$ cat src/rtl/quad_position_decoder.sv
// Quadrature decoder: sync + debounce per phase, Gray-code step decode, signed position counter.
// Latency SYNC_STAGES+DEBOUNCE_CYC+1 cycles from input edge to step; no backpressure, steps are never stalled.
module quad_position_decoder #(
   parameter int CNT_W        = 8,
   parameter int SYNC_STAGES  = 2,
   parameter int DEBOUNCE_CYC = 4,
   parameter bit SATURATE     = 1'b0
) (
   input  logic             CLK,
   input  logic             RST,
   input  logic             LOAD,
   input  logic [CNT_W-1:0] load_val,
   input  logic             enc_a,
   input  logic             enc_b,
   input  logic             clear_err,
   output logic [CNT_W-1:0] position,
   output logic [1:0]       direction,
   output logic             step_pulse,
   output logic             err
);
   localparam int DB_W    = $clog2(DEBOUNCE_CYC + 1);
   localparam int ARM_CYC = SYNC_STAGES + DEBOUNCE_CYC;
   localparam int ARM_W   = $clog2(ARM_CYC + 1);
   localparam logic [CNT_W-1:0] POS_MAX = {1'b0, {(CNT_W-1){1'b1}}};
   localparam logic [CNT_W-1:0] POS_MIN = {1'b1, {(CNT_W-1){1'b0}}};

   // Phase vectors are {A, B}: index 1 is A, index 0 is B.
   logic [1:0]             raw;
   logic [SYNC_STAGES-1:0] sync_q [2];
   logic [DB_W-1:0]        db_cnt [2];
   logic [1:0]             synced;
   logic [1:0]             filt;
   logic [1:0]             prev;
   logic                   armed;
   logic [ARM_W-1:0]       arm_cnt;
   logic                   arm_done;
   logic [1:0]             delta;
   logic                   step_cw;
   logic                   step_ccw;
   logic                   illegal;
   logic [CNT_W-1:0]       pos_nxt;

   function automatic logic [1:0] gray_idx(input logic [1:0] g);
      return {g[1], g[1] ^ g[0]};
   endfunction

   assign raw      = {enc_a, enc_b};
   assign synced   = {sync_q[1][SYNC_STAGES-1], sync_q[0][SYNC_STAGES-1]};
   assign arm_done = (arm_cnt == ARM_W'(ARM_CYC - 1));

   always_ff @(posedge CLK) begin
      if (!RST) begin
         for (int i = 0; i < 2; i++) begin
            sync_q[i] <= '0;
            db_cnt[i] <= '0;
         end
         filt <= 2'b00;
      end else begin
         for (int i = 0; i < 2; i++) begin
            sync_q[i] <= {sync_q[i][SYNC_STAGES-2:0], raw[i]};
            if (!armed && arm_done) begin
               filt[i]   <= synced[i];
               db_cnt[i] <= '0;
            end else if (synced[i] == filt[i]) begin
               db_cnt[i] <= '0;
            end else if (db_cnt[i] == DB_W'(DEBOUNCE_CYC - 1)) begin
               filt[i]   <= synced[i];
               db_cnt[i] <= '0;
            end else begin
               db_cnt[i] <= db_cnt[i] + 1'b1;
            end
         end
      end
   end

   // Index difference modulo 4: 1 = CW, 3 = CCW, 2 = both phases flipped.
   assign delta    = gray_idx(filt) - gray_idx(prev);
   assign step_cw  = armed && (delta == 2'd1);
   assign step_ccw = armed && (delta == 2'd3);
   assign illegal  = armed && (delta == 2'd2);

   always_comb begin
      pos_nxt = position;
      if (LOAD) begin
         pos_nxt = load_val;
      end else if (step_cw) begin
         if (!(SATURATE && position == POS_MAX)) pos_nxt = position + CNT_W'(1);
      end else if (step_ccw) begin
         if (!(SATURATE && position == POS_MIN)) pos_nxt = position - CNT_W'(1);
      end
   end

   always_ff @(posedge CLK) begin
      if (!RST) begin
         prev       <= 2'b00;
         armed      <= 1'b0;
         arm_cnt    <= '0;
         position   <= '0;
         direction  <= 2'b00;
         step_pulse <= 1'b0;
         err        <= 1'b0;
      end else begin
         if (!armed) begin
            if (arm_done) begin
               armed <= 1'b1;
               prev  <= synced;
            end else begin
               arm_cnt <= arm_cnt + 1'b1;
            end
         end else begin
            prev <= filt;
         end
         position   <= pos_nxt;
         step_pulse <= step_cw | step_ccw;
         if (illegal) begin
            err       <= 1'b1;
            direction <= 2'b11;
         end else begin
            if (clear_err) err <= 1'b0;
            if (step_cw)                                direction <= 2'b01;
            else if (step_ccw)                          direction <= 2'b10;
            else if (clear_err && direction == 2'b11)   direction <= 2'b00;
         end
      end
   end
endmodule

$ cat config.mk
export PLATFORM = sky130hd
export DESIGN_NAME = quad_position_decoder
export DESIGN_NICKNAME = d
export VERILOG_FILES = /design/src/rtl/quad_position_decoder.sv
export SDC_FILE = /design/constraint.sdc
export NUM_CORES = 1
export LEC_CHECK = 0
export CAP_MARGIN = 10
export CORE_ASPECT_RATIO = 1.5
export CORE_MARGIN = 2
export CORE_UTILIZATION = 50
export DETAILED_ROUTE_END_ITERATION = 8
export GPL_TIMING_DRIVEN = 0
export PLACE_DENSITY = 0.74
export SLEW_MARGIN = 20
export SYNTH_ARGS = -nofsm -noshare
export SYNTH_HDL_FRONTEND = slang
export SYNTH_SLANG_ARGS = --single-unit
$ cat constraint.sdc
create_clock -name CLK -period 3.9 [get_ports CLK]
set_input_delay 0.585 -clock CLK [delete_from_list [all_inputs] [get_ports CLK]]
set_output_delay 0.585 -clock CLK [all_outputs]
set_load 0.005 [all_outputs]
==> Word-level counts from Yosys, hierarchy flattened <==
Memories as Yosys holds them, arrays and structs flattened.
Cells that the tools add are included.
{ "word_totals": {"regBits": 20, "ramBits": 10, "input_bits": 14, "output_inout_bits": 12, "n_memories": 2} }
{ "memory_table": {"columns": ["memory", "depth", "word_bits", "rd", "rd_ports_with_merged_regs", "wr", "line_no", "source"], "rows": [
  ["db_cnt", 2, 3, 2, 0, 2, "30", "logic [DB_W-1:0] db_cnt [2];"],
  ["sync_q", 2, 2, 2, 0, 2, "29", "logic [SYNC_STAGES-1:0] sync_q [2];"]
]} }
{ "op_classes": {"add_sub_neg": 6, "n_eq_ne": 11, "muxes": 62, "bitwise": 15, "n_reduce_logical": 15} }
{ "op_table": {"columns": ["op", "count"], "rows": [
  ["$mux W1", 43],
  ["$mux W3", 8],
  ["$mux W8", 3],
  ["$mux W2", 8],
  ["$or A1 B1 Y1", 11],
  ["$add A3 B1 Y3 const B", 3],
  ["$add A8 B1 Y8 const B", 1],
  ["$reduce_bool A2 Y1", 4],
  ["$sub A8 B1 Y8 const B", 1],
  ["$eq A2 B2 Y1 const B", 3],
  ["$eq A3 B2 Y1 const B", 2],
  ["$reduce_and A2 Y1", 3],
  ["$logic_and A1 B1 Y1", 5],
  ["$ne A2 B2 Y1 const B", 2],
  ["$reduce_bool A4 Y1", 1],
  ["$eq A3 B3 Y1 const B", 1],
  ["$reduce_bool A3 Y1", 1],
  ["$eq A1 B1 Y1", 2],
  ["$eq A2 B1 Y1 const B", 1],
  ["$not A1 Y1", 2],
  ["$sub A2 B2 Y2", 1],
  ["$xor A1 B1 Y1", 2],
  ["$logic_not A1 Y1", 1]
]} }

==> Depth between registers and ports, before layout <==
Gate-level depths: netlist of run 1.
{ "depth": {"ltp_word": 9, "depth_mapped": 12, "mapped_depth_nobuf": 10} }

==> Least setup slack after synthesis of run 1 <==
Ideal clock, no wire load.
{ "synth_timing": {"path_kind": "register -> register", "startpoint": "reg filt[1]", "endpoint": "reg position[5]", "arrival_time_ps": 2363, "slack_ps": 1406, "stages_incl_launch_ff": 13, "n_path_buf": 2, "period_less_slack_ps": 2494, "cell_sequence": "dfxtp_1 buf_6 xnor2_1 ha_1 nor2b_1 buf_4 nand2_2 ha_1 a211oi_1 o21bai_1 a21oi_1 xor2_1 a21oi_1"} }
{ "synth_between": {"elab_chain_cells": 6, "word_cells_on_any_way": 9} }
{ "synth_rtl": {"columns": ["element", "line_no", "source"], "rows": [
  ["start, declared", "32", "logic [1:0] filt;"],
  ["start signal, assigned by index", "62", "filt[i] <= synced[i];"],
  ["start signal, assigned by index", "67", "filt[i] <= synced[i];"],
  ["$xor A1 B1 Y1", "44", "return {g[1], g[1] ^ g[0]};"],
  ["$sub A2 B2 Y2 (*)", "77", "assign delta = gray_idx(filt) - gray_idx(prev);"],
  ["$eq A2 B1 Y1", "78", "assign step_cw = armed && (delta == 2'd1);"],
  ["$logic_and A1 B1 Y1", "78", null],
  ["$mux W8", "86", "end else if (step_cw) begin"],
  ["$mux W8", "84", "if (LOAD) begin"],
  ["end signal, assigned", "113", "position <= pos_nxt;"],
  ["end, declared", "16", "output logic [CNT_W-1:0] position,"]
]} }
Every way passes the cells marked *; elsewhere a longest branch is shown, timed or not.
A chain may end at the register's enable or synchronous reset.

==> Worst setup path in the final report of run 1 <==
Ends and elaborated chain as after synthesis.

==> results.md, run 1 <==
- CP top delay family: compound AO/OA/AOI/OAI gates
- Worst Skew: 6.01 ps
- Max incr delay on CP: 420 ps
- Worst skew pair latency: 280 ps
- Finish-stage setup viols: 0
- Syn Inst Count: 174
- CTS buffer count: 5
- Leak Pwr: 0.844 nW
- First-pass GRT wire length: 5290 um
- Maximum vdd ir drop: 251 uV
- Core Region: 3130 um^2
- Ys async rst share: 0%
- Num rows: 25
- Initial Utilization: 52.4%
- Drt pass-1 iters: 4
- Critical Path AT: 3040 ps
- Worst-path clk slew: 60 ps
- Synth warnings: 0
- Clock root cell: clkbuf_8
- Remaining DRCs: 0
- Placed insts: 244
- Area grow syn2layout: 24.4%
- WP data required: 4060 ps
- Die span in y: 74.1 um
- Worst hold path class: flip-flop to flip-flop
- Proportion of layout cells with a drive suffix above 1: 5.19%
- CP Capture Type: flip-flop
- Initial antenna violation count: 0
- Final hold viol count: 0
- Ant diodes: 0
- Nets: 240
- Synth Flop Type: dfxtp_1
- Die extent in x: 50.8 um
- Mapped Area: 1640 um^2
- Crit Path Category: flip-flop to flip-flop
- Sequential element share of the synthesized area: 40.3%
- Outcome: completed
- CTS Hold Bufs: 0
- Routed via count: 1,308
- Final slew viol count: 0
- Clock sinks: 30
- Final ANT Viol Nets: 0
- CP startpoint kind: flip-flop
- Port Buffers: 25
- FF+latch count, synth: 30
- Vias in the first global route: 1,226
- Final Util: 65.2%
- DP Area: 1960 um^2
- Crit path buffers/inverters: 2
- Synth unique cells: 39
- Vias per cell: 5.19
- Pwr dens: 338 nW/um^2
- PostCTS Resize Cnt: 0
- GP Congestion: 0.797
- Post-synth EDFFs: 6
- Final Cell Area: 2040 um^2
- Die footprint: 3760 um^2
- Setup TNS Final: 0 ps
- Syn Area/Cell: 9.42 um^2
- Tmin final: 2880 ps
- Critical-path top delay cell: a211oi_1
- CTS tree: done
- Total gr overflow: 0
- Max-cap violations: 0
- DP Wirelength: 2550 um
- RSZ-0062 raised after global routing: false
- Largest net degree at the start of global routing: 11
- Top Ports: 26
- GR Util All Layers: 18.9%
- WL/cell: 12.8 um
- Post-CTS setup buffer count: 0
- Crit path cell chain: buf_6 > xnor2_1 > ha_1 > nor2b_1 > buf_4 > nand2_2 > ha_1 > a211oi_1 > o21bai_1 > a21oi_1 > xor2_1 > a21oi_1
- H-tree depth: 2
- Fin cells: 252
- Post-route clock period utilization: 73.9%
- Max Clk Rate: 347 MHz
- Final wirelength: 3220 um
- Min Hold Slack: 426 ps
- 1st-iter DRT viols: 31
- Critical Path Fanout Max: 10
- Clock buffer depth: 2
-- synthesized netlist by cell type (all sizes together) (6+ instances only) --
| master | instances | area share, % |
|---|---|---|
| a21oi | 10 | 3.1 |
| and2 | 11 | 4.2 |
| dfxtp | 24 | 29 |
| edfxtp | 6 | 11 |
| ha | 14 | 11 |
| inv | 9 | 2.1 |
| nand2 | 14 | 3.4 |
| nor2 | 12 | 2.7 |
| o21ai | 11 | 3.4 |
| xnor2 | 7 | 3.7 |
-- layer usage --
layer	share of wire (%)	up-vias	GRT usage (%)	wire length [um]
li1	-	669	-	-
met1	37	609	18.0	1190
met2	59	23	38.0	1900
met3	2.5	7	3.82	82
met4	1.5	0	8.41	48
met5	0	-	0	0
-- stage by stage --
stage | setup WS, ps | total power [W]
6_report | 1020 | 0.000690
5_1_grt | 862 | 0.000725
4_1_cts | 972 | 0.000699
3_5_place_dp | 1020 | 0.000464
3_3_place_gp | 1100 | 0.000458
2_1_floorplan | 1410 | 0.000421
-- cells in the final DEF, fill, tap and decap left out, drive strengths merged, types with 2 or more instances in the layout --
master,n
clkdlybuf4s50,25
dfxtp,24
ha,14
nand2,14
nor2,12
and2,11
o21ai,11
a21oi,10
inv,9
clkbuf,9
xnor2,7
edfxtp,6
conb,6
nor2b,5
mux2i,5
nand2b,5
xor2,4
a211oi,3
or3,3
buf,3
o211ai,2
nand3,2
a21boi,2
nor3b,2
a21o,2
o21bai,2
o311ai,2
clkinv,2
-- cell type report --
cell class	instances	area, um^2
plain buffers	6	35.0
clock buffers	6	72.6
clock inverters	2	8.76
fillers	269	1090
inverters	9	33.8
multi-input cells	134	928
flip-flops and latches	30	661
well taps	40	50.0
repair buffers	25	250
-- state kept, by name, summed over array words and instances (netlist names) --
name,flops
sync_q,4
db_cnt,6
position,8
filt,2
prev,2
armed,1
direction,2
err,1
arm_cnt,3
step_pulse,1
-- worst paths after layout --
check,cells past startpoint,startpoint,endpoint,slack (ps)
worst max-delay path,12,filt[1]$_SDFFE_PN0P_,position[5]$_SDFFE_PN0P_,1020
worst min-delay path,1,sync_q[0][0]$_SDFF_PN0_,sync_q[0][1]$_SDFF_PN0_,430
worst max register to register,12,filt[1]$_SDFFE_PN0P_,position[5]$_SDFFE_PN0P_,1020
worst min register to register,1,sync_q[0][0]$_SDFF_PN0_,sync_q[0][1]$_SDFF_PN0_,430
-- report_power, final --
| part | switching [W] | internal, W | total (W) |
|---|---|---|---|
| registers | 0.0000132 | 0.000333 | 0.000346 |
| clock network | 0.000111 | 0.000122 | 0.000233 |
| logic | 0.0000504 | 0.0000605 | 0.000111 |
| total | 0.000175 | 0.000516 | 0.000690 |
-- logic make-up after synthesis --
| kind of cell | count (synthesis) | share of synthesized area (%) |
|---|---|---|
| DFF | 30 | 40.3 |
| muxes | 5 | 3.05 |
| other | 1 | 0.229 |
| xor gates and xnor gates | 12 | 7.33 |
| and+or+nand+nor | 57 | 18.1 |
| adders and majority gates | 15 | 11.9 |
| buffers and inverters | 15 | 4.20 |
| AOI/OAI and AO/OA | 39 | 14.9 |
No activity file was read; power rests on OpenSTA's default activity.
==> run 2, diff against run 1 <==
CORE_UTILIZATION = 48   (was 50)
clock period = 2.5 ns   (was 3.9 ns; I/O delays follow)
==> run 2 against run 1 <==
Against the previous run:
- critical path type unchanged
- sequential cell count unchanged
- first-iteration DRC count down 23%
- wire length up 11%
- largest power group unchanged
- via count up 4.1%
- setup slack worse by 970 ps
- global-route usage up 1.6 points
- critical path depth unchanged
- clock skew down 1.5 ps
- non-clock buffer count up 5
==> results.md, run 2 (synthesis results as in run 1) <==
- Final Util: 64.9% (-0.26 points)
- First-pass GRT wire length: 5800 um (+9.8%)
- Most flops, register: position
- Die footprint: 3910 um^2 (+3.9%)
- RSZ-0062 raised after global routing: true
- Worst Skew: 4.50 ps (-1.51 ps)
- Combinational Power Share: 17.6% (+1.5 points)
- Initial antenna violation count: 0 (unchanged)
- CP Capture Type: flip-flop
- Commonest non-fill, non-tap cells in the layout: clkdlybuf4s50_1 (25), dfxtp_1 (20), nand2_1 (13), nor2_1 (12)
- 1st-iter DRT viols: 24 (-23%)
- Most common cell after layout, fill and taps aside: clkdlybuf4s50_1
- Proportion of layout cells with a drive suffix above 1: 12.9% (+7.7 points)
- Core Region: 3350 um^2 (+7.1%)
- CP startpoint kind: flip-flop
- Remaining DRCs: 0 (unchanged)
- Port Buffers: 25 (unchanged)
- Pwr dens: 504 nW/um^2 (+49%)
- Worst hold path class: flip-flop to flip-flop
- Nets: 245 (+2.1%)
- Crit Path Category: flip-flop to flip-flop
- Ant diodes: 0 (unchanged)
- Final Cell Area: 2180 um^2 (+6.7%)
- Max FFs per register: 8 (unchanged)
- WP data required: 2720 ps (-1340 ps)
- Outcome: completed
- Worst-path clk slew: 60 ps (about the same)
- Die extent in x: 51.7 um (+1.9%)
- Total gr overflow: 0 (unchanged)
- Area grow syn2layout: 32.7%
- Vias per cell: 5.25 (+1.2%)
- Num rows: 26 (+4.0%)
- Max-cap violations: 0 (unchanged)
- CTS buffer count: 5 (unchanged)
- Share of power burned in registers: 49.2% (-0.9 points)
- Post-route clock period utilization: 97.9% (+24 points)
- Max Clk Rate: 409 MHz (+18%)
- Initial Utilization: 48.9% (-3.5 points)
- Worst skew pair latency: 280 ps (about the same)
- Final hold viol count: 0 (unchanged)
- Maximum vdd ir drop: 420 uV (+68%)
- Clock sinks: 30 (unchanged)
- Leak Pwr: 0.883 nW (+4.7%)
- Critical Path AT: 2670 ps (-370 ps)
- DP Wirelength: 2620 um (+2.8%)
- Drt pass-1 iters: 4 (unchanged)
- GR Util All Layers: 20.5% (+1.6 points)
- Top Ports: 26 (unchanged)
- CTS tree: done
- Clk pwr share: 33.2% (-0.6 points)
- Final ANT Viol Nets: 0 (unchanged)
- Final Power: 0.00110 W (+59%)
- Sw power: 0.000288 W (+65%)
- Vias in the first global route: 1,392 (+14%)
- Clock root cell: clkbuf_8
- Largest registers: position x8, db_cnt x6, sync_q x4
- Setup TNS Final: 0 ps (unchanged)
- Critical Path Fanout Max: 6 (-4)
- DP Area: 1960 um^2 (+0.13%)
- Finish-stage setup viols: 0 (unchanged)
- GP Congestion: 0.823 (+3.4%)
- Largest net degree at the start of global routing: 11 (unchanged)
- Tmin final: 2450 ps (-435 ps)
- WL/cell: 13.8 um (+7.9%)
- Final wirelength: 3570 um (+11%)
- Int Power: 0.000809 W (+57%)
- Die span in y: 75.6 um (+2.0%)
- Clock buffer depth: 2 (unchanged)
- Routed via count: 1,361 (+4.1%)
- Sw frac: 26.3% (+0.97 points)
- Final slew viol count: 0 (unchanged)
- H-tree depth: 2 (unchanged)
## run 2: cell types whose count changed in the layout (fill, tap and decap cells not counted), moves of 2 or more
cell and delta:
buf_4 +5, dfxtp_1 -4, dfxtp_2 +3, ha_1 -3
ha_4 +3, a211oi_1 -2, a211oi_2 +2, clkinv_1 +2
o21ai_0 -2, o21ai_1 +2
## run 2: what timing repair did
action	4_1_cts	5_1_grt
pin swaps	2	12
setup buffers	2	4
hold buffers	0	0
resized for setup	5	14
setup endpoints to repair	5	4
## run 2: worst max-delay path: stages (launching register included)
cell and delay [ps]:
dfxtp_4 370, xnor2_2 130, ha_1 310, nor2b_1 120
buf_4 150, nand2_8 90, buf_12 140, ha_1 340
o21ai_0 100, nand2b_1 100, a31oi_2 110, or3_1 360
nand3_1 70
## run 2: routing by layer
| metal | GRT usage (%) | up-vias | wire, um |
|---|---|---|---|
| li1 | - | 676 | - |
| met1 | 18.4 | 639 | 1330 |
| met2 | 40.2 | 33 | 1970 |
| met3 | 5.88 | 13 | 127 |
| met4 | 11.1 | 0 | 136 |
| met5 | 0 | - | 0 |
## run 2: final timing paths
path	startpoint	end	slack (ps)	depth (start not counted)
worst max-delay path	filt[1]$_SDFFE_PN0P_	position[7]$_SDFFE_PN0P_	50	12
worst max register to register	filt[1]$_SDFFE_PN0P_	position[7]$_SDFFE_PN0P_	50	12
worst min register to register	sync_q[0][0]$_SDFF_PN0_	sync_q[0][1]$_SDFF_PN0_	440	1
worst min-delay path	sync_q[0][0]$_SDFF_PN0_	sync_q[0][1]$_SDFF_PN0_	440	1
## run 2: stage by stage
| step | cells | worst slack (ps) | hold WS, ps |
|---|---|---|---|
| 3_5_place_dp | 246 | -360 | 427 |
| 4_1_cts | 256 | 2.33 | 445 |
| 3_3_place_gp | 246 | -327 | 419 |
| 2_1_floorplan | 179 | 6.24 | 412 |
| 6_report | 259 | 53.6 | 443 |
| 5_1_grt | 259 | -69.6 | 469 |
## run 2: power groups by stage
stage	logic (W)	clock network (W)	registers, W
after floorplan	0.000110	0	0.000546
after global placement	0.000166	0	0.000548
after detailed placement	0.000174	0	0.000549
after CTS	0.000180	0.000374	0.000540
after global routing	0.000215	0.000389	0.000543
final	0.000193	0.000364	0.000540
## run 2: layout make-up
class / instances / area (um^2)
inverter: 9 / 33.8
sequential: 30 / 668
tap: 42 / 52.6
clock inverter: 3 / 11.3
clock buffer: 5 / 68.8
multi-input combinational: 134 / 1010
buffer: 5 / 23.8
fill: 271 / 1170
timing repair buffer: 31 / 308
